$ cat config.mk
export PLATFORM = sky130hd
export DESIGN_NAME = dtw_core_feeder
export DESIGN_NICKNAME = d
export VERILOG_FILES = /design/src/rtl/dtw_core_feeder.sv
export SDC_FILE = /design/constraint.sdc
export NUM_CORES = 1
export LEC_CHECK = 0
export ABC_CLOCK_PERIOD_IN_PS = 3200
export BUFFER_PORTS_ARGS = -buffer_cell sky130_fd_sc_hd__buf_2
export CAP_MARGIN = 0
export CORE_UTILIZATION = 46
export DETAILED_ROUTE_END_ITERATION = 8
export GPL_TIMING_DRIVEN = 1
export PLACE_DENSITY = 0.78
export SYNTH_ARGS = -nofsm -noshare
export SYNTH_HDL_FRONTEND = slang
export SYNTH_SLANG_ARGS = --single-unit
$ cat constraint.sdc
create_clock -name clk -period 3.2 [get_ports clk]
set_input_delay 0.32 -clock clk [delete_from_list [all_inputs] [get_ports clk]]
set_output_delay 0.32 -clock clk [all_outputs]
set_load 0.02 [all_outputs]
$ cat src/rtl/dtw_core_feeder.sv
// Sequencer for one dtw_core_datapath: resets and primes the core, streams
// query samples and reference memory words in lockstep, then holds the
// core's minimum and position on a valid/ready result port.
module dtw_core_feeder #(
  parameter int unsigned width    = 16,
  parameter int unsigned SQG_SIZE = 256,
  parameter int unsigned ADDR_W   = 20
) (
  input  logic              clk,
  input  logic              rst,
  input  logic              start,
  input  logic [31:0]       ref_len,
  output logic              busy,
  input  logic [width-1:0]  sqg_data,
  input  logic              sqg_valid,
  output logic              sqg_ready,
  output logic              ref_rd_en,
  output logic [ADDR_W-1:0] ref_addr,
  input  logic [width-1:0]  ref_rd_data,
  output logic              core_rst,
  output logic              core_running,
  output logic [width-1:0]  core_squiggle,
  output logic [width-1:0]  core_rword,
  output logic [31:0]       core_ref_len,
  input  logic [width-1:0]  core_minval,
  input  logic [31:0]       core_position,
  input  logic              core_done,
  output logic              res_valid,
  input  logic              res_ready,
  output logic [width-1:0]  res_minval,
  output logic [31:0]       res_position
);

  localparam int unsigned SQ_W = $clog2(SQG_SIZE + 1);

  typedef enum logic [2:0] {
    S_IDLE,
    S_CRST,
    S_PRIME,
    S_FEED,
    S_FINAL,
    S_CAPT,
    S_RESULT
  } state_t;

  state_t            state;
  state_t            state_nxt;
  logic [SQ_W-1:0]   sqg_cnt;
  logic [31:0]       ref_cnt;
  logic              sqg_pending;
  logic              ref_pending;
  logic              beat;
  logic [32:0]       ref_nxt;

  // A beat advances the core; once the query is exhausted it never stalls.
  assign sqg_pending = sqg_cnt < SQ_W'(SQG_SIZE);
  assign ref_pending = ref_cnt < core_ref_len;
  assign ref_nxt     = {1'b0, ref_cnt} + 33'd1;
  assign beat        = (state == S_FEED) && (!sqg_pending || sqg_valid);

  // State register.
  always_ff @(posedge clk) begin
    if (rst) state <= S_IDLE;
    else     state <= state_nxt;
  end

  // Next-state and per-state core/memory/stream controls.
  always_comb begin
    state_nxt     = state;
    busy          = 1'b1;
    sqg_ready     = 1'b0;
    ref_rd_en     = 1'b0;
    ref_addr      = '0;
    core_rst      = 1'b0;
    core_running  = 1'b0;
    core_squiggle = '0;
    core_rword    = '0;
    res_valid     = 1'b0;
    case (state)
      S_IDLE: begin
        busy     = 1'b0;
        core_rst = 1'b1;
        if (start) state_nxt = (ref_len == 32'd0) ? S_RESULT : S_CRST;
      end
      S_CRST: begin
        core_rst  = 1'b1;
        state_nxt = S_PRIME;
      end
      S_PRIME: begin
        // Sets the core's first-stage flag and fetches reference word 0.
        core_running = 1'b1;
        ref_rd_en    = 1'b1;
        state_nxt    = S_FEED;
      end
      S_FEED: begin
        core_running  = beat;
        sqg_ready     = beat && sqg_pending;
        core_squiggle = sqg_pending ? sqg_data : '0;
        core_rword    = ref_pending ? ref_rd_data : '0;
        // Reads only on beats so the held read data stays aligned over stalls.
        if (beat && (ref_nxt < {1'b0, core_ref_len})) begin
          ref_rd_en = 1'b1;
          ref_addr  = ADDR_W'(ref_nxt);
        end
        if (beat && core_done) state_nxt = S_FINAL;
      end
      S_FINAL: begin
        // One padding beat: done leads the core's final minimum latch.
        core_running = 1'b1;
        state_nxt    = S_CAPT;
      end
      S_CAPT: begin
        state_nxt = S_RESULT;
      end
      S_RESULT: begin
        res_valid = 1'b1;
        core_rst  = 1'b1;
        if (res_ready) state_nxt = S_IDLE;
      end
      default: state_nxt = S_IDLE;
    endcase
  end

  // Counters, latched reference length and result registers.
  always_ff @(posedge clk) begin
    if (rst) begin
      sqg_cnt      <= '0;
      ref_cnt      <= '0;
      core_ref_len <= '0;
      res_minval   <= '1;
      res_position <= '0;
    end else begin
      case (state)
        S_IDLE: begin
          if (start) begin
            if (ref_len == 32'd0) begin
              res_minval   <= '1;
              res_position <= '0;
            end else begin
              core_ref_len <= ref_len;
            end
          end
        end
        S_CRST: begin
          sqg_cnt <= '0;
          ref_cnt <= '0;
        end
        S_FEED: begin
          if (beat) begin
            if (sqg_pending) sqg_cnt <= sqg_cnt + SQ_W'(1);
            if (ref_pending) ref_cnt <= ref_cnt + 32'd1;
          end
        end
        S_CAPT: begin
          res_minval   <= core_minval;
          res_position <= core_position;
        end
        default: ;
      endcase
    end
  end

endmodule

==> flow_summary.rst <==
.. list-table::
   :header-rows: 1

   * - Metric
     - Value
   * - Via count of the first global-routing pass
     - 7355
   * - Footprint of the multi-input gates
     - 4850 um^2
   * - Final Net Count
     - roughly 1300
   * - Effective utilization at floorplan
     - a little under half
   * - Height of the chip
     - 127 um
   * - Clock sink count
     - 124
   * - Fillers
     - approximately 1100
   * - Top fanout value on the critical path
     - 6
   * - Fraction of layout instances using a drive strength above 1
     - between 40% and 50%
   * - Setup ws final
     - -0.697 ns
   * - Portion of synthesized cell area occupied by the leading cell type
     - a little over a third
   * - Post-CTS Hold Buffers
     - 0
   * - Clock-pin transition on the worst setup and hold timing paths
     - 0.06 ns
   * - Number of remaining DRC errors
     - 0
   * - Worst-Margin Slew
     - ~0.72 ns
   * - Maximum clock frequency
     - 257 MHz
   * - PortBufs
     - about 260
   * - Synthesized flop and latch total
     - approximately 120
   * - Setup crit end kind
     - primary output
   * - Number of vias in the routed layout
     - 7732
   * - Syn Nets
     - ~1000
   * - Number of detailed-routing iterations run before antenna repair
     - 5
   * - Setup-violating endpoint count in the final report
     - 37
   * - Global-route usage over all layers
     - between 20% and 30%
   * - Antenna cell count
     - 0
   * - Synthesis-to-finish area growth
     - 49.7%
   * - Share of synthesized registers carrying an async set or reset
     - 0%
   * - Number of antenna violations at the first check in global routing
     - 0
   * - Combinational power share
     - between 10% and 20%
   * - Start of the worst register-to-register path
     - ref_cnt[1]
   * - Fraction of the yosys area taken by sequential cells
     - a little over a third
   * - Full die area
     - roughly 16000 um^2
   * - Residual overflow from global routing
     - 0
   * - Number of standard cells after synthesis
     - about 840
   * - H-tree depth
     - 4
   * - Most instantiated flip-flop cell in the synthesis netlist
     - dfxtp_1
   * - Clk_lat worst skew
     - between 0.4 and 0.5 ns
   * - Largest area contributor in the netlist
     - dfxtp_1
   * - Hold slack
     - ~0.11 ns
   * - Detailed placement HPWL
     - 16100 um
   * - Min-delay src
     - core_minval[4]
   * - Boundary pin count
     - about 260
   * - Cell-internal power
     - between 3 and 4 mW
   * - Utilization of the core after routing
     - between 70 and 80%
   * - Final critical path time including I/O delays and setup
     - ~4 ns
   * - Max-Cap Viols
     - 0
   * - Floorplan die width
     - around 130 um
   * - Critical path required time
     - approximately 2.9 ns
   * - Final GP Congestion
     - about 0.9
   * - Cell at the root of the clock tree
     - clkbuf_16
   * - Post-DR vias/cell
     - about 5.7
   * - Beginning of the critical path
     - ref_cnt[6]
   * - Power Density
     - between 400 and 500 nW/um^2
   * - Number of CTS-inserted buffers
     - 17
   * - Type of the worst setup path
     - register to primary output
   * - Number of warnings reported in the yosys synthesis log
     - 0
   * - Number of flops mapped to enable cells by yosys
     - 0
   * - Maximum buffer depth of the clock tree
     - 2
   * - Setup repair after global routing missed its margin
     - true
   * - Run status
     - finished with violations
   * - Largest net degree at the start of global routing
     - 73
   * - Clock tree from TritonCTS
     - done
   * - Final wirelength
     - between 20000 and 25000 um
   * - Most common cell after layout, fill and taps aside
     - buf_2
   * - WL/cell
     - 17.8 um
   * - Final Hold Vio Count
     - 0
   * - Remaining max-slew budget at the tightest pin
     - ~52%
   * - Netlist area before placement
     - 7150 um^2
   * - Post-synthesis area per instance
     - about 8.5 um^2
   * - Core region area
     - 15200 um^2
   * - Row count
     - 45
   * - Net switching component of the power
     - ~1.2 mW
   * - Crit share post-route
     - 122%
   * - Arrival time reported for the critical path endpoint
     - between 3 and 4 ns
   * - Top area cells in the synthesized netlist
     - dfxtp_1 (35%), ha_1 (11%), mux2i_1 (6.4%)
   * - Area of all sequential standard cells
     - between 2000 and 2500 um^2
   * - Failing checks
     - setup timing
   * - Iteration-0 DRC count of the detailed router
     - about 450
   * - Switching Fraction
     - about a quarter
   * - Number of library cell types mapped by synthesis
     - approximately 50
   * - Portion of total power attributed to sequential cells
     - between 30% and 40%
   * - Startpoint type of the worst setup path
     - register
   * - Most frequent cells in the layout
     - buf_2 (218), dfxtp_1 (117), nor2_1 (92), buf_4 (84), ha_1 (59)
   * - Worst ir drop on vdd
     - ~0.38 mV
   * - Wire length of the first global-routing pass
     - 36500 um
   * - Max-slew violation count
     - 0
   * - Part of the power in the clock network
     - 46.9%
   * - Clk_skew
     - approximately 0.0063 ns
   * - Path category of the worst min-delay check
     - primary input to register
   * - Leak pwr
     - roughly 5.3 nW
   * - Final antenna-violating net count
     - 0
critical path: stages (launching register included):
cell      delay (ns)
dfxtp_1         0.35
nand3_2         0.18
nor4_4          0.34
buf_4           0.16
and2_4          0.17
nand4_1         0.16
xnor2_1         0.21
ha_1            0.27
a21o_1          0.17
a211oi_2        0.21
o21ai_2         0.11
a31oi_4         0.31
buf_6           0.20
and3_4          0.18
buf_6           0.11
synth_stat cells (5+ instances only):
cell type,n
nor4_1,9
mux2i_1,46
nand2b_1,38
inv_1,41
o21ai_0,19
and4_1,7
and3_1,28
a21o_1,18
buf_2,7
a31oi_1,34
clkbuf_1,35
a22oi_1,32
dfxtp_1,124
o22ai_1,16
nand4_1,19
and2_1,34
xnor2_1,19
a21oi_1,24
xor2_1,16
nor2_1,99
nand2_1,36
nor3_1,5
nand3_1,24
ha_1,64
routing by layer:
layer	share of wire [%]	GRT usage [%]
met3	7.0	7.30
met5	0	0
met2	50	49.1
met4	3.5	12.0
met1	40	34.5
logic make-up after synthesis:
kind of cell | after synthesis | synth area share [%]
muxes | 46 | 6.44
AOI/OAI and AO/OA | 166 | 15.4
adders and majority gates | 64 | 11.2
and+or+nand+nor | 317 | 23.0
xor gates and xnor gates | 35 | 4.29
DFF | 124 | 34.7
buffers and inverters | 87 | 4.95
final timing paths:
kind                                  endpoint  slack (ns)  depth (start not counted)
worst max register to register     ref_cnt[23]        0.09                         12
worst min register to register  res_minval[10]        0.50                          2
worst min-delay path             res_minval[4]        0.11                          3
worst max-delay path               ref_addr[2]       -0.70                         14
power by group through the flow:
stage	combinational [mW]	sequential [mW]	clock, mW
final	0.733	1.62	2.08
after global placement	0.624	1.65	0
after global routing	0.786	1.63	2.17
after CTS	0.694	1.62	2.09
after detailed placement	0.635	1.66	0
after floorplan	0.355	1.68	0
layout make-up:
cell class                 instances  share of cell area (%)
clock buffer                      22                    4.43
inverter                          41                    1.44
timing repair buffer             354                    21.7
clock inverter                     9                    1.51
sequential                       124                    23.3
tap                              188                    2.20
multi-input combinational        629                    45.4
timing repair:
action,in CTS,in global routing
buffers inserted,10,8
pin swaps,35,38
resized for setup,138,53
gates cloned,3,2
endpoints found under the setup margin,37,44
through the flow:
step	setup TNS (ns)	std cells	setup WS, ns	power, mW	instance area [um^2]
after floorplan	-0.675	839	-0.0401	2.04	7290
after global placement	-2.85	1315	-0.148	2.28	9210
after detailed placement	-6.57	1315	-0.328	2.29	9210
after CTS	-14.86	1359	-0.570	4.41	10400
after global routing	-21.53	1367	-0.815	4.58	10700
final	-17.86	1367	-0.697	4.44	10700
sequential cells by signal (all words and copies together), names as in the netlist:
register / flops
core_ref_len: 32
ref_cnt: 32
res_minval: 16
res_position: 32
sqg_cnt: 9
state: 3
Note: power is estimated with default switching activity, not from simulation.
